$ cat src/rtl/mul_int_pipe.sv
// mul_int_pipe: pipelined multi-lane integer multiplier with valid/ready flow
// control and a per-transaction signed/unsigned mode.
//
// Parameters:
//   bit_width  operand width per lane
//   prd_width  output product width per lane (2..2*bit_width)
//   n_lanes    parallel multiplies per transaction
//   stages     pipeline latency in cycles (1..4)
//
// Ports:
//   i_clk, i_rst     clock, synchronous active-high reset
//   i_valid/o_ready  input handshake (o_ready = !o_valid || i_ready)
//   i_signed         1: two's-complement operands, 0: unsigned
//   i_op0, i_op1     packed operands, lane k at [k*bit_width +: bit_width]
//   o_valid/i_ready  output handshake
//   o_prd            packed products, lane k at [k*prd_width +: prd_width]
//   o_ovf            per-lane flag: full product did not fit in prd_width
//
// Build option:
//   MUL_INT_PIPE_SAT_EN  defined: overflowed lanes saturate;
//                        undefined: overflowed lanes wrap (low prd_width bits).
module mul_int_pipe #(
  parameter int unsigned bit_width = 8,
  parameter int unsigned prd_width = 2 * bit_width,
  parameter int unsigned n_lanes   = 4,
  parameter int unsigned stages    = 2
) (
  input  logic                           i_clk,
  input  logic                           i_rst,
  input  logic                           i_valid,
  output logic                           o_ready,
  input  logic                           i_signed,
  input  logic [n_lanes*bit_width-1:0]   i_op0,
  input  logic [n_lanes*bit_width-1:0]   i_op1,
  output logic                           o_valid,
  input  logic                           i_ready,
  output logic [n_lanes*prd_width-1:0]   o_prd,
  output logic [n_lanes-1:0]             o_ovf
);

  localparam int unsigned FW = 2 * bit_width;
  localparam int unsigned LW = n_lanes * bit_width;
  localparam int unsigned PW = n_lanes * FW;
  localparam int unsigned OW = n_lanes * prd_width;
  localparam logic [FW-1:0] ONE = FW'(1);

  // Sign-magnitude multiply carried out in FW bits: |a|*|b| never exceeds
  // 2^(FW-2) in signed mode, so the magnitude of the most negative operand
  // stays exact. Unsigned operands zero-extend and skip the sign fix-up.
  function automatic logic [FW-1:0] full_mul(input logic [bit_width-1:0] a,
                                             input logic [bit_width-1:0] b,
                                             input logic                 sgn);
    logic [FW-1:0] ea, eb, ma, mb, mp;
    logic          neg;
    ea  = {{bit_width{sgn & a[bit_width-1]}}, a};
    eb  = {{bit_width{sgn & b[bit_width-1]}}, b};
    ma  = ea[FW-1] ? (~ea + ONE) : ea;
    mb  = eb[FW-1] ? (~eb + ONE) : eb;
    mp  = ma * mb;
    neg = (ea[FW-1] ^ eb[FW-1]) && (mp != '0);
    return neg ? (~mp + ONE) : mp;
  endfunction

  // Returns {ovf, narrowed value}. Signed fit: all bits at and above
  // prd_width-1 agree. Unsigned fit: all bits at and above prd_width are zero.
  function automatic logic [prd_width:0] narrow(input logic [FW-1:0] p,
                                                input logic          sgn);
    logic                 ovf;
    logic [prd_width-1:0] v;
    ovf = 1'b0;
    for (int unsigned i = prd_width; i < FW; i++) begin
      ovf = ovf | (sgn ? (p[i] != p[prd_width-1]) : p[i]);
    end
    v = p[prd_width-1:0];
`ifdef MUL_INT_PIPE_SAT_EN
    if (ovf) begin
      if (sgn) begin
        v = p[FW-1] ? {1'b1, {(prd_width-1){1'b0}}} : {1'b0, {(prd_width-1){1'b1}}};
      end else begin
        v = '1;
      end
    end
`endif
    return {ovf, v};
  endfunction

  // Valid bits: index 0 is the first register level, stages-1 drives o_valid.
  logic [stages-1:0] vld_q, vld_d;
  logic              advance;

  assign advance = !vld_q[stages-1] || i_ready;
  assign o_ready = advance;
  assign o_valid = vld_q[stages-1];

  always_comb begin
    vld_d = vld_q;
    if (advance) begin
      vld_d[0] = i_valid;
      for (int unsigned s = 1; s < stages; s++) begin
        vld_d[s] = vld_q[s-1];
      end
    end
  end

  always_ff @(posedge i_clk) begin
    if (i_rst) begin
      vld_q <= '0;
    end else begin
      vld_q <= vld_d;
    end
  end

  // Multiplier operands: registered first level, or taken straight from the
  // ports when the whole pipeline is a single level.
  logic [LW-1:0] m_op0, m_op1;
  logic          m_sgn;

  if (stages == 1) begin : g_front_pass
    assign m_op0 = i_op0;
    assign m_op1 = i_op1;
    assign m_sgn = i_signed;
  end else begin : g_front_reg
    logic [LW-1:0] op0_q, op1_q;
    logic          sgn_q;
    always_ff @(posedge i_clk) begin
      if (i_rst) begin
        op0_q <= '0;
        op1_q <= '0;
        sgn_q <= 1'b0;
      end else if (advance && vld_d[0]) begin
        op0_q <= i_op0;
        op1_q <= i_op1;
        sgn_q <= i_signed;
      end
    end
    assign m_op0 = op0_q;
    assign m_op1 = op1_q;
    assign m_sgn = sgn_q;
  end

  logic [PW-1:0] m_full;

  always_comb begin
    m_full = '0;
    for (int unsigned k = 0; k < n_lanes; k++) begin
      m_full[k*FW +: FW] = full_mul(m_op0[k*bit_width +: bit_width],
                                    m_op1[k*bit_width +: bit_width], m_sgn);
    end
  end

  // Intermediate levels carry the exact full-width product and its mode.
  logic [PW-1:0] f_full;
  logic          f_sgn;

  if (stages >= 3) begin : g_mid
    localparam int unsigned NM = stages - 2;
    logic [PW-1:0] full_q [NM];
    logic [NM-1:0] msgn_q;
    always_ff @(posedge i_clk) begin
      if (i_rst) begin
        for (int unsigned j = 0; j < NM; j++) begin
          full_q[j] <= '0;
        end
        msgn_q <= '0;
      end else if (advance) begin
        if (vld_d[1]) begin
          full_q[0] <= m_full;
          msgn_q[0] <= m_sgn;
        end
        for (int unsigned j = 1; j < NM; j++) begin
          if (vld_d[j+1]) begin
            full_q[j] <= full_q[j-1];
            msgn_q[j] <= msgn_q[j-1];
          end
        end
      end
    end
    assign f_full = full_q[NM-1];
    assign f_sgn  = msgn_q[NM-1];
  end else begin : g_mid_pass
    assign f_full = m_full;
    assign f_sgn  = m_sgn;
  end

  // Final level: narrowed product and overflow flags.
  logic [OW-1:0]      prd_q, prd_d;
  logic [n_lanes-1:0] ovf_q, ovf_d;

  always_comb begin
    prd_d = prd_q;
    ovf_d = ovf_q;
    if (advance && vld_d[stages-1]) begin
      for (int unsigned k = 0; k < n_lanes; k++) begin
        {ovf_d[k], prd_d[k*prd_width +: prd_width]} = narrow(f_full[k*FW +: FW], f_sgn);
      end
    end
  end

  always_ff @(posedge i_clk) begin
    if (i_rst) begin
      prd_q <= '0;
      ovf_q <= '0;
    end else begin
      prd_q <= prd_d;
      ovf_q <= ovf_d;
    end
  end

  assign o_prd = prd_q;
  assign o_ovf = ovf_q;

endmodule

$ cat config.mk
export PLATFORM = sky130hd
export DESIGN_NAME = mul_int_pipe
export DESIGN_NICKNAME = d
export VERILOG_FILES = /design/src/rtl/mul_int_pipe.sv
export SDC_FILE = /design/constraint.sdc
export NUM_CORES = 1
export LEC_CHECK = 0
export BUFFER_PORTS_ARGS = -buffer_cell sky130_fd_sc_hd__buf_2
export CAP_MARGIN = 25
export CORE_UTILIZATION = 35
export CTS_CLUSTER_SIZE = 8
export DETAILED_ROUTE_END_ITERATION = 8
export GPL_TIMING_DRIVEN = 0
export PLACE_DENSITY_LB_ADDON = 0.12
export SYNTH_ARGS = -nofsm -noshare
export SYNTH_HDL_FRONTEND = slang
export SYNTH_SLANG_ARGS = --single-unit
$ cat constraint.sdc
create_clock -name i_clk -period 14.2 [get_ports i_clk]
set_input_delay 2.13 -clock i_clk [delete_from_list [all_inputs] [get_ports i_clk]]
set_output_delay 2.13 -clock i_clk [all_outputs]
set_load 0.01 [all_outputs]
==> Flow_metrics.wiki, run 1 <==
{| class="wikitable"
! Metric !! Value
|-
| Buffers from clock root to sink, at most || 2
|-
| Number of fill cells in the layout || 6206
|-
| Xor/xnor share of the synthesized area || 7.339%
|-
| First-pass GRT wire length || 89.58 mm
|-
| Sequential element share of the synthesized area || 12.49%
|-
| Fmax || 0.1116 GHz
|-
| Gate count after technology mapping || 2504
|-
| Number of buffers added on ports || 133
|-
| Placed Cells incl. Taps || 3637
|-
| TritonCTS clock tree || done
|-
| Most common cell after layout, fill and taps aside || inv_1
|-
| Final setup margin || 5242 ps
|-
| Count of final hold-check violations || 0
|-
| Violated checks || DRC
|-
| Total power after layout || 3.811 mW
|-
| Type of the tightest min-delay check || reg2reg
|-
| Fin crit period || 8958 ps
|-
| Total global routing overflow || 0
|-
| Share of layout cells above drive strength 1 || 8.080%
|-
| Clock tree skew after final layout || 19.78 ps
|-
| Standard-cell rows || 89
|-
| Most instantiated flip-flop cell in the synthesis netlist || dfxtp_1
|-
| Signed area change from the synthesized netlist to the final layout || 14.66%
|-
| Combinational family with the most area after synthesis || adder cells
|-
| Per-cell routed wire length || 15.10 um
|-
| Leakage dissipation || 11.63 nW
|-
| Num CTS Buffers || 17
|-
| Outcome || complete, but fails checks
|-
| Starting DRT DRC Count || 983
|-
| Data required time of the worst path || 14570 ps
|-
| Total of max-cap violations || 0
|-
| Unrepaired setup endpoints after global routing || no
|-
| Worst slew slack as a fraction of its limit || 32.43%
|-
| Number of detailed-route iterations in the first pass || 7
|-
| Yosys warnings || 0
|-
| Synthesized cell area || 0.02100 mm2
|-
| Final Routed Wirelength || 55.42 mm
|-
| Initial antenna violation count || 4
|-
| Mapped Avg Cell Area || 8.388 um2
|-
| Via count of the first global-routing pass || 17440
|-
| Width of the die || 247.0 um
|-
| Post CTS Setup Buffer Count || 0
|-
| Net count, final || 3480
|-
| Placed wire-length estimate || 48.08 mm
|-
| Number of vias per cell || 4.671
|-
| Cell chosen for the clock root || clkbuf_16
|-
| Arithmetic-cell share of the synthesized area counting full adders, half adders and majority gates || 42.89%
|-
| Worst hold stages || 2
|-
| Complex-gate fraction of the synthesized area || 10.68%
|-
| Simple-gate share of the synthesized area || 15.67%
|-
| Worst Setup Start Kind || flip-flop
|-
| Final std cells w/o fill || 3671
|-
| Final critical-path share of the clock period || 63.09%
|-
| Power density normalized to cell area || 158.2 mW/mm2
|-
| IO Pins || 139
|-
| VDD IR-drop max || 0.09197 mV
|-
| Number of flops mapped to enable cells by yosys || 0
|-
| Clock slew at the register clock pins of the worst setup and hold paths || 80 ps
|-
| Worst-margin pin slew || 1014 ps
|-
| Std-Cell Core Area || 0.05913 mm2
|-
| Arrival time worst endpoint || 9330 ps
|-
| Critical path capture point type || flip-flop
|-
| Post-route ant nets || 0
|-
| Total die area || 0.06099 mm2
|-
| Number of flip-flops and latches in the synthesized netlist || 131
|-
| Final routed DRC violation total || 48
|-
| GRT Total Usage || 18.80%
|-
| Pins over their slew limit || 0
|-
| Clock Sinks || 131
|-
| Htree depth || 4
|-
| Final setup violation count || 0
|-
| Fraction of synthesis flops using an asynchronous set or reset pin || 0%
|-
| Crit Path Category || reg2reg
|-
| Post-placement worst setup slack || 5141 ps
|-
| Distinct cell type count of the synthesized netlist || 73
|-
| Multiplexer share of the synthesized area || 0.4289%
|-
| Post-cts sizing count || 0
|-
| CP Max Fanout || 10
|-
| Starting utilization of the core area || 35.52%
|-
| Pin count of the biggest net entering global routing || 17
|-
| Hold_buf cts || 0
|-
| Height of the chip || 247.0 um
|-
| Depth of the most critical reg-to-reg path || 25
|-
| Setup TNS || 0 ps
|-
| Commonest cells after routing, fill and taps aside || inv_1 (505), fa_1 (320), nor2_1 (258), nand2_1 (233), conb_1 (228)
|-
| Clock latency reported for the late side of the worst-skew pair || 460 ps
|-
| Vias || 17150
|-
| Final Wtd Congestion || 0.8382
|}
Yosys cell counts, drive strengths merged (6+ instances only):
cell type	number	share of area, %
o21a	14	0.50
a311oi	13	0.54
nor2b	10	0.35
clkbuf	52	0.93
a31o	6	0.25
a21oi	143	3.4
ha	208	12
nor3	37	0.88
fa	320	31
o21ai	40	0.97
xnor2	128	5.3
o211ai	7	0.25
dfxtp	131	12
a211oi	33	1.2
a21o	20	0.71
and2	16	0.48
or3	17	0.52
and3	8	0.24
a31oi	20	0.60
o31ai	7	0.25
nand2	233	4.2
inv	505	9.0
nor2	258	4.6
nand3	56	1.3
mux2i	9	0.43
nand4	6	0.18
nor4	6	0.21
buf	17	0.46
or2	38	1.1
nand2b	30	0.89
xor2	48	2.0
cells by family (layout without fill, tap and decap cells):
| kind of cell | after synthesis | count (layout) |
|---|---|---|
| flip-flops | 131 | 131 |
| multiplexers | 9 | 9 |
| AO/OA/AOI/OAI | 349 | 349 |
| AND/OR/NAND/NOR | 732 | 732 |
| XOR/XNOR | 176 | 176 |
| buffers and inverters | 577 | 743 |
| adder cells (fa/ha/maj) | 528 | 528 |
| other | 2 | 230 |
worst max-delay path, cell delays in order (launching register included):
cell	delay [ps]
dfxtp_1	380
clkbuf_1	720
buf_1	820
nand3_1	280
xnor2_1	490
nor2_1	140
fa_1	560
inv_1	50
fa_1	420
fa_1	500
inv_1	40
ha_1	300
fa_1	540
inv_1	50
fa_1	520
inv_1	40
ha_1	260
clkbuf_1	280
o21ai_0	170
a211o_1	330
a21boi_0	280
a21bo_2	270
a211oi_1	390
nand3b_1	430
a31o_2	380
a311oi_1	240
final timing paths:
| path | start | end | slack (ps) |
|---|---|---|---|
| worst max-delay path | f_sgn | o_prd[5] | 5240 |
| worst min-delay path | o_prd[9] | o_prd[9] | 450 |
| worst max register to register | f_sgn | o_prd[5] | 5240 |
| worst min register to register | o_prd[9] | o_prd[9] | 450 |
through the flow:
stage	area [um2]	util [%]	hold slack, ps
final	24080	40.72	451.5
after detailed placement	23490	39.72	445.0
after floorplan	21850	-	447.5
after global routing	24080	40.72	476.9
after global placement	23480	39.72	445.1
after CTS	24080	40.72	454.5
flip-flops by register name, indices dropped and copies added, names as in the netlist:
register / flops
g_front_reg.op0_q: 32
o_prd: 64
vld_q: 2
g_front_reg.op1_q: 32
f_sgn: 1
layout make-up:
cell class | count | area (um2) | area share [%]
Buffer | 69 | 291.5 | 1.211
Antenna cell | 2 | 5.005 | 0.02078
Sequential cell | 131 | 2623 | 10.89
Multi-Input combinational cell | 2022 | 17030 | 70.72
Tap cell | 773 | 967.2 | 4.016
Clock buffer | 17 | 425.4 | 1.767
Clock inverter | 15 | 161.4 | 0.6703
Inverter | 508 | 1907 | 7.919
Timing Repair Buffer | 134 | 670.6 | 2.785
metal layers:
metal | wire length (um) | track usage (%) | part of all wire (%) | up-vias
met5 | 0 | 0 | 0 | -
met1 | 26490 | 26.17 | 48 | 8339
met2 | 24760 | 30.22 | 45 | 336
met4 | 968 | 4.212 | 1.7 | 0
met3 | 3204 | 3.288 | 5.8 | 48
li1 | - | - | - | 8424
report_power, final:
| part | switching [mW] | total [mW] | internal (mW) |
|---|---|---|---|
| sequential | 0.0438 | 0.453 | 0.409 |
| clock | 0.205 | 0.439 | 0.233 |
| combinational | 1.69 | 2.92 | 1.23 |
| total | 1.94 | 3.81 | 1.87 |
Note: power is estimated with default switching activity, not from simulation.
==> run 2, diff against run 1 <==
Settings changed: ABC_AREA set to 1.
Clock period 14.2 ns to 8.35 ns, I/O delays scaled along.
==> run 2 against run 1 <==
The flow now finishes without violations. Clock skew decreased by 2.5 ps. Power is 130% higher. Sequential power rose by 68%. Fmax increased by 14%. Largest cell class unchanged.
==> Flow_metrics.wiki, run 2 <==
{| class="wikitable"
! Metric !! Value
|-
| Cell chosen for the clock root || clkbuf_16
|-
| Finished Cell Area || 0.02605 mm2 (+8.2%)
|-
| CP Max Fanout || 10 (unchanged)
|-
| Simple-gate share of the synthesized area || 23.55% (+7.9 points)
|-
| Starting DRT DRC Count || 1074 (+9.3%)
|-
| Num CTS Buffers || 17 (unchanged)
|-
| Pins over their slew limit || 0 (unchanged)
|-
| Number of fill cells in the layout || 7092 (+14%)
|-
| Count of final hold-check violations || 0 (unchanged)
|-
| Number of buffers added on ports || 133 (unchanged)
|-
| Per-cell routed wire length || 14.21 um (-5.9%)
|-
| Sequential element share of the synthesized area || 11.47% (-1.0 points)
|-
| Yosys warnings || 0 (unchanged)
|-
| Multiplexer share of the synthesized area || 0% (-0.43 points)
|-
| Via count of the first global-routing pass || 19160 (+9.8%)
|-
| Final Routed Wirelength || 63.67 mm (+15%)
|-
| DP Area || 0.02544 mm2 (+8.3%)
|-
| Total power after layout || 8.697 mW (+130%)
|-
| Total of max-cap violations || 0 (unchanged)
|-
| Crit Path Category || reg2reg
|-
| Commonest cells after routing, fill and taps aside || inv_1 (835), nand2_1 (630), nor2_1 (389), fa_1 (320), conb_1 (228)
|-
| Htree depth || 4 (unchanged)
|-
| Critical-path top delay cell || xor2_1
|-
| Width of the die || 257.6 um (+4.3%)
|-
| Dominant cells by area after synthesis || fa_1 (28%), inv_1 (14%), dfxtp_1 (11%)
|-
| IO Pins || 139 (unchanged)
|-
| Reg area || 0.002623 mm2 (unchanged)
|-
| Std-Cell Core Area || 0.06446 mm2 (+9.0%)
|-
| Unrepaired setup endpoints after global routing || no
|-
| Post-layout utilization of the core || 40.42% (-0.31 points)
|-
| Worst-margin pin slew || 875.9 ps (-137.6 ps)
|-
| Initial antenna violation count || 6 (+2)
|-
| Standard-cell rows || 93 (+4.5%)
|-
| Post-route ant nets || 0 (unchanged)
|-
| GRT Total Usage || 19.57% (+0.77 points)
|-
| Clock latency reported for the late side of the worst-skew pair || 480 ps (+20 ps)
|-
| Delay of the slowest cell on the worst path || 650 ps (-170 ps)
|-
| Pin count of the biggest net entering global routing || 17 (unchanged)
|-
| Final Wtd Congestion || 0.8743 (+4.3%)
|-
| Vias || 19920 (+16%)
|-
| Clock tree skew after final layout || 17.25 ps (-2.532 ps)
|-
| Distinct cell type count of the synthesized netlist || 41 (-44%)
|-
| Gate count after technology mapping || 3234 (+29%)
|-
| Number of detailed-route iterations in the first pass || 5 (-2)
|-
| Most frequent cells after synthesis || inv_1 (835), nand2_1 (630), nor2_1 (389), fa_1 (320), ha_1 (208)
|-
| Fmax || 0.1269 GHz (+14%)
|-
| Fraction of synthesis flops using an asynchronous set or reset pin || 0% (unchanged)
|-
| Largest area contributor in the netlist || fa_1
|-
| Area share of the largest cell type after synthesis || 28.03% (-2.5 points)
|-
| Critical path capture point type || flip-flop
|-
| Number of flip-flops and latches in the synthesized netlist || 131 (unchanged)
|-
| Worst slew slack as a fraction of its limit || 41.61% (+9.2 points)
|-
| Post CTS Setup Buffer Count || 0 (unchanged)
|-
| Top cell by count, worst path || inv_1
|-
| Most instantiated flip-flop cell in the synthesis netlist || dfxtp_1
|-
| TritonCTS clock tree || done
|-
| Synthesized cell area || 0.02286 mm2 (+8.8%)
|-
| Final critical-path share of the clock period || 94.34% (+31 points)
|-
| Worst Setup Start Kind || flip-flop
|-
| Number of vias per cell || 4.444 (-4.9%)
|-
| Buffers from clock root to sink, at most || 2 (unchanged)
|-
| Data required time of the worst path || 8670 ps (-5900 ps)
|-
| Hold_buf cts || 0 (unchanged)
|-
| First-pass GRT wire length || 101.3 mm (+13%)
|-
| Number of flip-flops under the largest register name || 64 (unchanged)
|-
| Mapped Avg Cell Area || 7.068 um2 (-16%)
|-
| Complex-gate fraction of the synthesized area || 5.857% (-4.8 points)
|-
| Xor/xnor share of the synthesized area || 4.658% (-2.7 points)
|-
| Fin crit period || 7878 ps (-1080 ps)
|-
| Total global routing overflow || 0 (unchanged)
|-
| Signed area change from the synthesized netlist to the final layout || 13.98%
|-
| Area taken by multi-input logic gates || 0.01765 mm2 (+3.6%)
|-
| Post-placement worst setup slack || 557.6 ps (-4583 ps)
|-
| Height of the chip || 257.6 um (+4.3%)
|-
| Clock Sinks || 131 (unchanged)
|-
| Combinational family with the most area after synthesis || adder cells
|-
| Most common cell after layout, fill and taps aside || inv_1
|-
| Outcome || finished clean
|-
| Number of flops mapped to enable cells by yosys || 0 (unchanged)
|-
| Most numerous cell in the Yosys netlist || inv_1
|-
| Final setup violation count || 0 (unchanged)
|-
| Setup TNS || 0 ps (unchanged)
|-
| Arrival time worst endpoint || 8200 ps (-1130 ps)
|-
| Final routed DRC violation total || 0 (-100%)
|-
| Final setup margin || 472.2 ps (-4770 ps)
|-
| Arithmetic-cell share of the synthesized area counting full adders, half adders and majority gates || 39.41% (-3.5 points)
|-
| Power density normalized to cell area || 333.8 mW/mm2 (+110%)
|-
| Type of the tightest min-delay check || reg2reg
|-
| Placed wire-length estimate || 55.70 mm (+16%)
|-
| Share of layout cells above drive strength 1 || 5.600% (-2.5 points)
|-
| Leakage dissipation || 14.58 nW (+25%)
|-
| Post-cts sizing count || 0 (unchanged)
|-
| Total die area || 0.06633 mm2 (+8.8%)
|-
| VDD IR-drop max || 0.2335 mV (+150%)
|-
| Starting utilization of the core area || 35.46% (-0.061 points)
|-
| Clock slew at the register clock pins of the worst setup and hold paths || 60 ps (-20 ps)
|-
| Net count, final || 4209 (+21%)
|}
[run 2: changes by cell type after synthesis, sizes merged, moves of 31 or more]
| cell | previous run | this run |
|---|---|---|
| nand2 | 233 | 633 |
| nand3 | 56 | 178 |
| nor2 | 258 | 390 |
| or2 | 38 | 7 |
| xor2 | 48 | 80 |
| inv | 505 | 839 |
| xnor2 | 128 | 39 |
| a211oi | 33 | 0 |
| a21oi | 143 | 81 |
| o21ai | 40 | 127 |
[run 2: where the power goes]
| group | total, mW | switching, mW | internal (mW) |
|---|---|---|---|
| Sequential | 0.759 | 0.0570 | 0.702 |
| Combinational | 7.13 | 4.64 | 2.49 |
| Clock | 0.811 | 0.357 | 0.454 |
| Total | 8.70 | 5.06 | 3.64 |
[run 2: layer usage]
metal / track usage [%] / wire length, um
met5: 0 / 0
met3: 3.023 / 3521
met1: 27.83 / 31220
met2: 30.82 / 27640
met4: 5.112 / 1293
[run 2: critical path: cells and delay by family (launching register included)]
family	cells	cell delay (ps)
AOI/OAI and AO/OA	3	470
xor gates and xnor gates	1	650
adders and majority gates	7	3240
buffers and inverters	9	1440
DFF	1	340
and+or+nand+nor	10	1610
[run 2: per-stage QoR]
step | cells | hold WS [ps]
detailed placement | 4448 | 457.8
global placement | 4448 | 455.0
global route | 4480 | 499.4
finish | 4481 | 475.9
CTS | 4480 | 466.4
floorplan | 3460 | 443.4
[run 2: cell type report]
cell class	count	share of cell area [%]
multi-input cells	2428	67.75
well taps	855	4.106
inverters	848	12.22
clock inverters	15	0.7059
flip-flops and latches	131	10.07
plain buffers	53	0.9605
repair buffers	133	2.555
clock buffers	17	1.633
diodes	1	0.009605
[run 2: logic make-up (layout without fill, tap and decap cells)]
family / count (synthesis) / after routing
AOI/OAI and AO/OA: 247 / 247
and+or+nand+nor: 1306 / 1306
xor gates and xnor gates: 119 / 119
other: 2 / 229
DFF: 131 / 131
adders and majority gates: 528 / 528
buffers and inverters: 901 / 1066
[run 2: worst paths after layout]
kind,end,start,slack [ps],cells after the start
max,o_prd[17],f_sgn,470,30
min,vld_q[0],vld_q[0],480,2
max reg2reg,o_prd[17],f_sgn,470,30
min reg2reg,vld_q[0],vld_q[0],480,2
